File: config.mk
export PLATFORM = sky130hd
export DESIGN_NAME = frame_burst_reader
export DESIGN_NICKNAME = d
export VERILOG_FILES = /design/src/rtl/frame_burst_reader.sv
export SDC_FILE = /design/constraint.sdc
export NUM_CORES = 1
export LEC_CHECK = 0
export CAP_MARGIN = 20
export CELL_PAD_IN_SITES_DETAIL_PLACEMENT = 1
export CELL_PAD_IN_SITES_GLOBAL_PLACEMENT = 1
export CORE_ASPECT_RATIO = 0.7
export CORE_MARGIN = 3
export CORE_UTILIZATION = 38
export CTS_CLUSTER_DIAMETER = 200
export DETAILED_ROUTE_END_ITERATION = 12
export GPL_TIMING_DRIVEN = 0
export PLACE_DENSITY_LB_ADDON = 0.1
export SKIP_LAST_GASP = 1
export SLEW_MARGIN = 20
export SYNTH_ARGS = -nofsm -noshare
export SYNTH_HDL_FRONTEND = slang
export SYNTH_SLANG_ARGS = --single-unit
File: constraint.sdc
create_clock -name i_clk -period 2.82 [get_ports i_clk]
set_input_delay 0.846 -clock i_clk [delete_from_list [all_inputs] [get_ports i_clk]]
set_output_delay 0.846 -clock i_clk [all_outputs]
set_load 0.01 [all_outputs]
File: src/rtl/frame_burst_reader.sv
// rtl/frame_burst_reader.sv - splits a frame read into SDRAM bursts and forwards beats to the display FIFO
module frame_burst_reader #(
  parameter int SDRAM_ADDRS_DW = 21,
  parameter int BURST_LEN      = 64,
  parameter int DATA_DW        = 16
) (
  input  logic                      i_clk,
  input  logic                      i_rst_n,
  input  logic                      i_mem_start,
  input  logic [SDRAM_ADDRS_DW-1:0] i_mem_addrs,
  input  logic [31:0]               i_data_length,
  output logic                      o_rd_req,
  output logic [SDRAM_ADDRS_DW-1:0] o_rd_addrs,
  output logic [7:0]                o_rd_len,
  input  logic                      i_rd_ack,
  input  logic                      i_rd_valid,
  input  logic [DATA_DW-1:0]        i_rd_data,
  input  logic                      i_fifo_space_ok,
  output logic                      o_fifo_wr,
  output logic [DATA_DW-1:0]        o_fifo_wdata,
  output logic                      o_busy,
  output logic                      o_frame_done,
  output logic                      o_start_drop
);

  typedef enum logic [2:0] {
    S_IDLE,
    S_WAIT_SPACE,
    S_REQ,
    S_DATA,
    S_DONE
  } state_t;

  localparam logic [31:0] BURST_LEN_32 = 32'(BURST_LEN);

  state_t                    state_q, state_d;
  logic [SDRAM_ADDRS_DW-1:0] cur_addr_q, cur_addr_d;
  logic [31:0]               remaining_q, remaining_d;
  logic [7:0]                burst_q, burst_d;
  logic [7:0]                beat_q, beat_d;
  logic                      rd_req_q, rd_req_d;
  logic [SDRAM_ADDRS_DW-1:0] rd_addrs_q, rd_addrs_d;
  logic [7:0]                rd_len_q, rd_len_d;
  logic                      fifo_wr_q, fifo_wr_d;
  logic [DATA_DW-1:0]        fifo_wdata_q, fifo_wdata_d;
  logic                      frame_done_q, frame_done_d;
  logic                      start_drop_q, start_drop_d;
  logic [7:0]                burst_sel;

  // Next burst size: whatever is left of the frame, capped at BURST_LEN
  always_comb begin
    burst_sel = BURST_LEN_32[7:0];
    if (remaining_q < BURST_LEN_32) begin
      burst_sel = remaining_q[7:0];
    end
  end

  // Next-state and registered-output computation
  always_comb begin
    state_d      = state_q;
    cur_addr_d   = cur_addr_q;
    remaining_d  = remaining_q;
    burst_d      = burst_q;
    beat_d       = beat_q;
    rd_req_d     = rd_req_q;
    rd_addrs_d   = rd_addrs_q;
    rd_len_d     = rd_len_q;
    fifo_wr_d    = 1'b0;
    fifo_wdata_d = fifo_wdata_q;
    frame_done_d = 1'b0;
    start_drop_d = i_mem_start && (state_q != S_IDLE);

    case (state_q)
      S_IDLE: begin
        if (i_mem_start) begin
          cur_addr_d  = i_mem_addrs;
          remaining_d = i_data_length;
          state_d     = (i_data_length == 32'd0) ? S_DONE : S_WAIT_SPACE;
        end
      end
      S_WAIT_SPACE: begin
        if (i_fifo_space_ok) begin
          burst_d    = burst_sel;
          rd_req_d   = 1'b1;
          rd_addrs_d = cur_addr_q;
          rd_len_d   = burst_sel;
          state_d    = S_REQ;
        end
      end
      S_REQ: begin
        if (i_rd_ack) begin
          rd_req_d = 1'b0;
          beat_d   = burst_q;
          state_d  = S_DATA;
        end
      end
      S_DATA: begin
        if (i_rd_valid) begin
          fifo_wr_d    = 1'b1;
          fifo_wdata_d = i_rd_data;
          beat_d       = beat_q - 8'd1;
          if (beat_q == 8'd1) begin
            // Address wraps silently at the top of SDRAM
            cur_addr_d  = cur_addr_q + SDRAM_ADDRS_DW'(burst_q);
            remaining_d = remaining_q - 32'(burst_q);
            state_d     = (remaining_q == 32'(burst_q)) ? S_DONE : S_WAIT_SPACE;
          end
        end
      end
      S_DONE: begin
        frame_done_d = 1'b1;
        state_d      = S_IDLE;
      end
      default: begin
        state_d = S_IDLE;
      end
    endcase
  end

  // State and output registers with synchronous active-low reset
  always_ff @(posedge i_clk) begin
    if (!i_rst_n) begin
      state_q      <= S_IDLE;
      cur_addr_q   <= '0;
      remaining_q  <= '0;
      burst_q      <= '0;
      beat_q       <= '0;
      rd_req_q     <= 1'b0;
      rd_addrs_q   <= '0;
      rd_len_q     <= '0;
      fifo_wr_q    <= 1'b0;
      fifo_wdata_q <= '0;
      frame_done_q <= 1'b0;
      start_drop_q <= 1'b0;
    end else begin
      state_q      <= state_d;
      cur_addr_q   <= cur_addr_d;
      remaining_q  <= remaining_d;
      burst_q      <= burst_d;
      beat_q       <= beat_d;
      rd_req_q     <= rd_req_d;
      rd_addrs_q   <= rd_addrs_d;
      rd_len_q     <= rd_len_d;
      fifo_wr_q    <= fifo_wr_d;
      fifo_wdata_q <= fifo_wdata_d;
      frame_done_q <= frame_done_d;
      start_drop_q <= start_drop_d;
    end
  end

  assign o_rd_req     = rd_req_q;
  assign o_rd_addrs   = rd_addrs_q;
  assign o_rd_len     = rd_len_q;
  assign o_fifo_wr    = fifo_wr_q;
  assign o_fifo_wdata = fifo_wdata_q;
  assign o_busy       = (state_q != S_IDLE);
  assign o_frame_done = frame_done_q;
  assign o_start_drop = start_drop_q;

endmodule

==> run summary, run 1 <==
==========================================================================
Share of total power in the clock network                            0.391
Critical Path Sink Type                                           register
Die outline width                                                   159 um
Sw Share                                                             0.358
Antenna violations before repair                                         0
Remaining Overflow, GRT                                                  0
DP HPWL                                                           19600 um
Pin count of the biggest net entering global routing                    17
Max-cap check violation count                                            0
TritonCTS clock tree                                                  done
Core occupancy in the finished layout                                0.541
Setup repair after global routing missed its margin                   true
Run status                                                    complete, no violations
Number of filler cells placed in the layout                           1978
Most common flop cell mapped by yosys                              dfxtp_1
Final design instance area without fill                           8540 um2
Placement Rows                                                          38
Number of sinks handled by clock tree synthesis                        113
Global placement routability congestion                              0.911
Switching Power                                                    2180 uW
Final nets                                                            1068
CP max-delay cell                                             clkdlybuf4s50_1
Worst path required time                                           3.16 ns
Share of post-route cells with drive strength above 1               0.0792
Syn Nets                                                               924
Worst min path class                                          register to register
DRT iter0 DRCs                                                         726
Critical path type                                            input pin to register
Number of routed nets with antenna violations                            0
Wirelength, routed                                                27800 um
Clock Pin Slew Worst Setup and Hold Paths                          0.05 ns
Number of iterations in the first detailed-routing pass                  5
Clock latency on the worst-skew pair                               0.42 ns
Pin slew with the least headroom to its limit                     0.895 ns
Count of distinct cell types in the synthesized netlist                 68
Total internal power                                               3920 uW
Final period util                                                    0.969
Core region area                                                 15800 um2
Max Freq                                                           366 MHz
Sequential area share after synthesis                                0.362
Detailed-route via count                                              7357
Leakage                                                         0.00303 uW
Buffer levels on the longest clock path                                  2
Via density per instance                                              6.11
Instance area after placement                                     7770 um2
Synth async-reset ratio                                                  0
Synthesized area per cell                                         7.56 um2
Largest driver fanout on the critical path                              10
Via count of the first global-routing pass                            7182
Number of H-tree branching levels                                        4
Crit path cell chain                                          clkdlybuf4s50_1 -> nand4b_1 -> buf_2 -> o31ai_4 -> buf_4 -> clkbuf_2 -> o21ai_0 -> a31oi_1
Area used by multi-input combinational logic                      3790 um2
Worst vdd rail ir drop                                          0.000396 V
Final routed wire length divided by cell count                     23.0 um
Wire length of the first global-routing pass                      42300 um
Area Growth Syn to Fin                                               36.5%
Number of I/O port buffers                                             124
GRT Util Overall                                                     0.302
Cell area after synthesis                                         6260 um2
Relative contribution of combinational cells to total power          0.296
Gate count of the mapped netlist                                       828
CTS Hold Bufs                                                            0
Vertical die dimension                                              113 um
IO Pins                                                                125
Final number of max-transition violations                                0
Worst Setup Start Kind                                           input pin
Antenna cell count                                                       0
Post-route clock skew                                            0.0110 ns
Drt drc                                                                  0
Warning count from the yosys run                                         0
Die area                                                         18100 um2
Worst EP arrival                                                   3.07 ns
Post-layout minimum cycle time                                     2.73 ns
Effective utilization at floorplan                                   0.396
Number of setup violations in the final report                           0
Seq pwr share                                                        0.313
Number of synthesized register bits                                    113
TritonCTS buffer count                                                  17
Root buf cell                                                    clkbuf_16
Most frequent cells in the layout                             155 x nand2_1, 124 x clkdlybuf4s50_1, 111 x dfxtp_1, 90 x a21oi_1, 66 x nor2_1
Total power density per cell area                               713 nW/um2
Most common cell after layout, fill and taps aside                 nand2_1
Final number of hold-violating endpoints                                 0
Largest stage delay, worst path                                    0.55 ns
Number of enable flip-flop cells after synthesis                         0
Relative max-transition margin                                       0.403
Area taken by flip-flops and latches                              2260 um2
==========================================================================
-- cell usage after synthesis, types with 5 or more instances --
cell	count	area, um2
xnor2_1	6	52.6
a22oi_1	16	120
a31oi_1	9	56.3
and2_1	5	31.3
ha_1	19	238
o31a_1	5	43.8
a21oi_1	92	460
o21ai_0	37	185
o211ai_1	14	105
nor4_1	19	119
dfxtp_1	113	2260
or3_1	5	31.3
clkbuf_1	51	191
a211oi_1	10	75.1
nor3_1	14	70.1
nand2b_1	5	31.3
inv_1	19	71.3
and3_1	9	56.3
nand4_1	16	100
nand3_1	28	140
nor2_1	67	251
nand2_1	155	582
a311oi_1	5	43.8
or4_1	8	60.1
a21o_1	11	82.6
o22ai_1	10	62.6
-- stage by stage --
step / setup TNS, ns / worst slack [ns] / std cells / power, uW / hold WS, ns
6_report: 0 / 0.0870 / 1205 / 6090 / 0.454
5_1_grt: -0.00712 / -0.00712 / 1205 / 6330 / 0.479
4_1_cts: 0 / 0.00640 / 1205 / 5980 / 0.456
3_5_place_dp: -51.20 / -1.22 / 1172 / 3550 / 0.448
3_3_place_gp: -50.04 / -1.22 / 1172 / 3520 / 0.444
2_1_floorplan: 0 / 0.292 / 828 / 2890 / 0.441
-- layout make-up --
class,instances,share of cell area
multi-input cells,639,0.444
repair buffers,128,0.149
inverters,20,0.00879
well taps,220,0.0322
flip-flops and latches,113,0.265
plain buffers,53,0.0262
clock buffers,20,0.0535
clock inverters,12,0.0211
-- registers in the layout, indices dropped and copies added, names as in the netlist, 3 cells and up --
signal	flops
beat_q	8
cur_addr_q	21
o_fifo_wdata	16
o_rd_addrs	21
o_rd_len	8
remaining_q	32
state_q	3
-- path summary, 6_finish.rpt --
| kind | slack (ns) | cells past startpoint | endpoint | startpoint |
|---|---|---|---|---|
| worst max-delay path | 0.09 | 8 | cur_addr_q[5]$_SDFFE_PN0P_ | i_rd_valid |
| worst min register to register | 0.45 | 2 | o_rd_addrs[15]$_SDFFE_PN0P_ | o_rd_addrs[15]$_SDFFE_PN0P_ |
| worst max register to register | 0.10 | 8 | remaining_q[13]$_SDFFE_PN0P_ | o_rd_len[6]$_SDFFE_PN0P_ |
| worst min-delay path | 0.45 | 2 | o_rd_addrs[15]$_SDFFE_PN0P_ | o_rd_addrs[15]$_SDFFE_PN0P_ |
-- kinds of logic (layout without fill, tap and decap cells) --
kind of cell / count (synthesis) / in the layout / synth area share
simple gates: 351 / 351 / 0.266
fa+ha+maj: 21 / 21 / 0.0444
xor+xnor: 10 / 10 / 0.0140
buf+inv: 76 / 233 / 0.0462
flops: 113 / 113 / 0.362
mux: 6 / 6 / 0.0100
compound gates: 251 / 251 / 0.258
-- critical path: cells and delay by family --
family | cells | cell delay [ns]
AND/OR/NAND/NOR | 1 | 0.20
AO/OA/AOI/OAI | 3 | 0.66
buffers and inverters | 4 | 1.36
-- what timing repair did --
item / in CTS / in global routing
pin swaps: 2 / 2
resized for setup: 16 / 26
endpoints found under the setup margin: 52 / 47
buffers inserted: 3 / 1
-- power groups by stage --
stage	sequential, uW	combinational, uW	clock [uW]
3_3_place_gp	1930	1590	0
6_report	1910	1810	2380
5_1_grt	1930	1930	2470
3_5_place_dp	1930	1620	0
4_1_cts	1900	1700	2380
2_1_floorplan	1900	997	0
-- routing by layer --
layer  GRT usage  routed length [um]
met5           0                   0
met4      0.0968                 609
met3      0.0871                2820
met2       0.451               11700
met1       0.421               12600
(Power assumes the default switching activity.)
==> run 2: changes to the inputs <==
CORE_UTILIZATION = 41   (was 38)
clock period = 3.5 ns   (was 2.82 ns; I/O delays follow)
==> run 2 against run 1 <==
Effect of this change:
- worst setup slack worse by 0.050 ns
- global-route usage is 3.5 points higher
- sequential power is 19% lower
- core utilization is 2.5 points higher
- cell count is 2.2% lower
- routed wire length is 3.6% higher
- final area is 1.8% lower
- critical path type unchanged
- largest cell class unchanged
- highest routed layer unchanged
==> run summary, run 2 (synthesized netlist as in run 1, its figures left out) <==
=========================================================================
Run status                                                   complete, no violations
Post-route clock skew                                          0.00947 ns
Number of routed nets with antenna violations                           0
Wire length of the first global-routing pass                     43500 um
Worst vdd rail ir drop                                         0.000270 V
Area Growth Syn to Fin                                              34.1%
Share of post-route cells with drive strength above 1              0.0519
Total power density per cell area                              578 nW/um2
GRT Util Overall                                                    0.337
DRT iter0 DRCs                                                        573
Pin slew with the least headroom to its limit                    0.983 ns
Leakage                                                        0.00299 uW
Critical path type                                           input pin to register
Combined buffer and inverter count along the critical path              4
Pin count of the biggest net entering global routing                   17
Number of setup violations in the final report                          0
Uppermost signal routing layer after detailed routing                met4
Number of filler cells placed in the layout                          1811
Met3 wire length                                                  2670 um
Wire length on met2                                              12800 um
Final number of max-transition violations                               0
Final period util                                                   0.989
TritonCTS clock tree                                                 done
Detailed-route via count                                             7433
Final routed wire length divided by cell count                    24.4 um
Final number of hold-violating endpoints                                0
Clock Pin Slew Worst Setup and Hold Paths                         0.06 ns
IO Pins                                                               125
Antenna violations before repair                                        0
DP HPWL                                                          21000 um
Most frequent cells in the layout                            155 x nand2_1, 124 x clkdlybuf4s50_1, 113 x dfxtp_1, 92 x a21oi_1, 67 x nor2_1
Largest stage delay, worst path                                   0.61 ns
Via count of the first global-routing pass                           7512
Post-layout minimum cycle time                                    3.46 ns
Antenna cell count                                                      0
Die area                                                        16800 um2
Largest register by flop count                                remaining_q
Max-cap check violation count                                           0
Final nets                                                           1066
Critical Path Sink Type                                          register
Crit path cell chain                                         clkdlybuf4s50_1 -> nand4b_1 -> clkbuf_1 -> o31ai_4 -> buf_2 -> buf_2 -> nand2_1 -> a21oi_1
Vertical die dimension                                             109 um
Most frequent cell on the critical path                             buf_2
TritonCTS buffer count                                                 17
Number of I/O port buffers                                            124
Setup repair after global routing missed its margin                 false
Remaining Overflow, GRT                                                 0
Setup fix buffers added after clock tree synthesis                      0
Number of flip-flops in the largest register                           32
Kind of cell adding the most delay to the critical path      buffers and inverters
Max Freq                                                          289 MHz
Most common cell after layout, fill and taps aside                nand2_1
Die outline width                                                  154 um
Relative max-transition margin                                      0.344
Wirelength, routed                                               28800 um
Largest driver fanout on the critical path                             10
Effective utilization at floorplan                                  0.422
Total routed wire length on the met1 layer                       12600 um
Number of sinks handled by clock tree synthesis                       113
Root buf cell                                                   clkbuf_16
Clock latency on the worst-skew pair                              0.43 ns
Via density per instance                                             6.31
Number of H-tree branching levels                                       4
PnR Total Power                                                   4850 uW
Global placement routability congestion                             0.937
Drt drc                                                                 0
Worst min path class                                         register to register
Worst path required time                                          3.85 ns
CP max-delay cell                                                 o31ai_4
Worst hold slack                                                 0.454 ns
Worst EP arrival                                                  3.81 ns
Buffer levels on the longest clock path                                 2
Core region area                                                14800 um2
Worst Setup Start Kind                                          input pin
Number of iterations in the first detailed-routing pass                 5
Placement Rows                                                         37
=========================================================================
[run 2: cell count changes in the layout (fill, tap and decap cells not counted), moves of 3 or more]
| cell | previous run | this run |
|---|---|---|
| clkinv_2 | 1 | 4 |
| clkbuf_2 | 7 | 1 |
| clkinvlp_4 | 5 | 2 |
| clkbuf_1 | 38 | 52 |
| buf_4 | 5 | 0 |
[run 2: through the flow]
stage	area (um2)	setup TNS [ns]	std cells	util	setup slack [ns]
2_1_floorplan	6260	0	828	-	0.857
3_3_place_gp	7740	-22.04	1147	0.523	-0.638
3_5_place_dp	7740	-25.08	1147	0.523	-0.706
4_1_cts	8380	0	1178	0.566	0.0403
5_1_grt	8390	0	1178	0.566	0.0166
6_report	8390	0	1178	0.566	0.0368
[run 2: where the power goes]
group | switching (uW) | leakage (uW) | internal [uW] | total (uW)
sequential | 131 | 0.000921 | 1410 | 1540
combinational | 925 | 0.00176 | 474 | 1400
clock | 635 | 0.000307 | 1270 | 1910
total | 1690 | 0.00299 | 3160 | 4850
[run 2: tightest hold or removal path, cell delays in order, from the launching register on]
cell and delay [ns]:
dfxtp_1 0.30, nand2_1 0.05, a21oi_1 0.05
[run 2: final timing paths]
path / from / end / slack [ns] / depth (start not counted)
max: i_rd_valid / cur_addr_q[11]$_SDFFE_PN0P_ / 0.04 / 8
min: o_fifo_wdata[5]$_SDFFE_PN0P_ / o_fifo_wdata[5]$_SDFFE_PN0P_ / 0.45 / 2
max reg2reg: o_rd_len[6]$_SDFFE_PN0P_ / remaining_q[27]$_SDFFE_PN0P_ / 0.14 / 9
min reg2reg: o_fifo_wdata[5]$_SDFFE_PN0P_ / o_fifo_wdata[5]$_SDFFE_PN0P_ / 0.45 / 2
[run 2: layout make-up]
class | count | area [um2] | area share
Timing Repair Buffer | 124 | 1240 | 0.148
Sequential cell | 113 | 2260 | 0.270
Inverter | 20 | 75.1 | 0.00895
Clock inverter | 11 | 185 | 0.0221
Buffer | 55 | 211 | 0.0252
Clock buffer | 21 | 450 | 0.0537
Multi-Input combinational cell | 639 | 3720 | 0.443
Tap cell | 195 | 244 | 0.0291
[run 2: repair_timing]
| item | CTS | global route |
|---|---|---|
| gates resized for setup | 2 | 2 |
| hold endpoints to repair | 0 | 0 |
| hold buffers | 0 | 0 |
| setup endpoints to repair | 40 | 26 |
| pin swaps | 0 | 1 |
[run 2: routing by layer]
metal | vias to the layer above | global-route usage
li1 | 3319 | -
met1 | 3684 | 0.453
met2 | 367 | 0.539
met3 | 63 | 0.0771
met4 | 0 | 0.119
met5 | - | 0
==> variant, RTL diff (flow settings as in run 1) <==
The parameter `SDRAM_ADDRS_DW` goes from 21 to 42.
--- a/src/rtl/frame_burst_reader.sv
+++ b/src/rtl/frame_burst_reader.sv
@@ -1,5 +1,5 @@
 // rtl/frame_burst_reader.sv - splits a frame read into SDRAM bursts and forwards beats to the display FIFO
 module frame_burst_reader #(
-  parameter int SDRAM_ADDRS_DW = 21,
+  parameter int SDRAM_ADDRS_DW = 42,
   parameter int BURST_LEN      = 64,
   parameter int DATA_DW        = 16
Interface: changed (resized i_mem_addrs and o_rd_addrs); port bits go from 125 to 167. The function was not compared with the original's and may differ.
==> variant against run 1 <==
  * Routed wire length is 41% higher
  * Largest power group is now registers
  * Synthesized cell count rose by 33%
  * Cell area rose by 31%
  * Critical endpoint is now cur_addr_q[31]$_SDFFE_PN0P_
  * Synthesized area rose by 33%
  * Via count increased by 35%
  * Total power increased by 9.9%
  * Final cell count increased by 31%
  * Largest cell class unchanged
  * Sequential share of layout area grew 1.4 points
  * Sequential cell count is 42 higher
  * Non-clock buffer count is 69 higher
  * Setup slack worse by 0.025 ns
  * Utilization down 1.2 points
  * Critical path depth decreased by 1
==> variant: results (changes against run 1) <==
stage;metric;value;unit;change
yosys;synth-async-reset-ratio;0;%;unchanged
finish;drive_above_1_share;8.058;%;+0.14 points
yosys;post_synth_most_frequent_cells;226 x sky130_fd_sc_hd__nand2_1, 155 x sky130_fd_sc_hd__dfxtp_1, 119 x sky130_fd_sc_hd__a21oi_1;;
detailed_routing;detail_route.first_pass.iterations;5;;unchanged
yosys;postSynth.topFlopCell;sky130_fd_sc_hd__dfxtp_1;;
clock_network;cts-root-buf;sky130_fd_sc_hd__clkbuf_16;;
clock_network;clock_path_buffers;2;;unchanged
global_route;antenna_found_initial;0;;unchanged
critical_path;worst-endpoint-arrival;3.03;ns;-0.04 ns
placed_design;place_hpwl;27.87;mm;+42%
global_route;grt_pass1_wl;58.38;mm;+38%
yosys;ys.warnings.count;0;;unchanged
clock_network;post-cts-setup-buffers;6;;+3
critical_path;critical_path.max_fanout;10;;unchanged
detailed_routing;drt_first_iter_violations;1156;;+59%
clock_network;path_clk_slew;0.08;ns;+0.03 ns
global_route;first_global_vias;9696;;+35%
finish;num-fill-cells;2597;;+31%
flow_run;timing.max_cap.violations;0;;unchanged
global_route;pin_count_of_the_biggest_net_entering_global_routing;18;;+1
placed_design;placed_area;10310;sq um;+33%
yosys;syn_nets;1216;;+32%
clock_network;clk-insertion-delay-late;0.45;ns;+0.03 ns
sta;finalClockSkew;0.01584;ns;+0.004878 ns
clock_network;post_cts_resized;40;;+24
yosys;synth_area_leaders;sky130_fd_sc_hd__dfxtp_1 37%, sky130_fd_sc_hd__nand2_1 10%, sky130_fd_sc_hd__a21oi_1 7.2%, sky130_fd_sc_hd__clkbuf_1 3.0%, sky130_fd_sc_hd__o21ai_0 2.9%;;
pwr;static-leakage-power;3.867;nW;+27%
finish;insertedDiodeCount;0;;unchanged
yosys;synth_sequential_area_ratio;37.37;%;+1.2 points
clock_network;ctsHtreeMaxLevel;4;;unchanged
min_path;hp-class;flip-flop to flip-flop;;
pwr;irDropWorstVdd;0.4678;mV;+18%
clock_network;tritoncts.num_buffers;17;;unchanged
placed_design;port_buffers;165;;+33%
outcome;status;completed;;
detailed_routing;post_drt_wl_per_cell;24.86;microns;+7.9%
placed_design;routabilityCongestion;0.9298;;+2.0%
yosys;synth.lib_cells_used.distinct;75;;+10%
finish;multi_input_comb_area;4950;sq um;+30%
global_route;grt_util_all_layers;32.29;%;+2.1 points
detailed_routing;via_count_normalized_by_instance_count;6.270;;+2.7%
sta;max_slew_margin;22.35;%;-18 points
finish;final_nets;1407;;+32%
==> variant: final cells by class <==
| class | count | area share [%] |
|---|---|---|
| Multi-Input combinational cell | 846 | 44.39 |
| Timing Repair Buffer | 176 | 15.69 |
| Inverter | 20 | 0.6732 |
| Tap cell | 276 | 3.097 |
| Sequential cell | 155 | 27.92 |
| Clock buffer | 17 | 3.815 |
| Buffer | 74 | 3.018 |
| Clock inverter | 15 | 1.403 |
==> variant: worst max-delay path: stages <==
cell                              delay [ns]
sky130_fd_sc_hd__clkdlybuf4s50_1        0.54
sky130_fd_sc_hd__and2_1                 0.15
sky130_fd_sc_hd__clkbuf_1               0.33
sky130_fd_sc_hd__clkbuf_1               0.77
sky130_fd_sc_hd__o21ai_0                0.18
sky130_fd_sc_hd__o21ai_0                0.12
sky130_fd_sc_hd__a21oi_1                0.09
==> variant: final timing paths <==
path                            cells after the start                        start  slack [ns]                            to
worst max register to register                      9     o_rd_len[0]$_SDFFE_PN0P_        0.12  remaining_q[26]$_SDFFE_PN0P_
worst min-delay path                                2  o_rd_addrs[23]$_SDFFE_PN0P_        0.46   o_rd_addrs[23]$_SDFFE_PN0P_
worst min register to register                      2  o_rd_addrs[23]$_SDFFE_PN0P_        0.46   o_rd_addrs[23]$_SDFFE_PN0P_
worst max-delay path                                7                  i_mem_start        0.06   cur_addr_q[31]$_SDFFE_PN0P_
==> variant: logic make-up after synthesis <==
| logic type | Yosys count | share of synthesized area (%) |
|---|---|---|
| muxes | 6 | 0.8739 |
| adders and majority gates | 21 | 3.345 |
| xor gates and xnor gates | 12 | 1.266 |
| AOI/OAI and AO/OA | 328 | 25.04 |
| buffers and inverters | 98 | 4.535 |
| and+or+nand+nor | 479 | 27.57 |
| DFF | 155 | 37.37 |
==> variant: metal layers <==
layer  routed length (microns)  share of wire [%]  vias to the layer above  track usage (%)
met5                         0                  0                        -                0
met4                      1193                3.0                        0            9.758
met3                      4716                 12                       99            10.94
met2                     16210                 41                      565            47.75
met1                     17130                 44                     4828            44.65
li1                          -                  -                     4409                -
==> variant: where the power goes <==
part,switching [W],internal [W],total (W)
clock,0.00118,0.00119,0.00237
sequential,0.000194,0.00235,0.00255
combinational,0.00112,0.000661,0.00178
total,0.00250,0.00420,0.00670
==> variant: metrics by stage <==
stage | cells | setup WS [ns] | setup TNS (ns) | power, W | hold slack (ns)
2_1_floorplan | 1099 | 0.2221 | 0 | 0.003474 | 0.4407
3_3_place_gp | 1540 | -1.439 | -94.56 | 0.004165 | 0.4408
3_5_place_dp | 1540 | -1.395 | -81.35 | 0.004204 | 0.4476
4_1_cts | 1577 | 0.01347 | 0 | 0.006578 | 0.4572
5_1_grt | 1579 | -0.02075 | -0.04825 | 0.006917 | 0.4775
6_report | 1579 | 0.06217 | 0 | 0.006696 | 0.4558
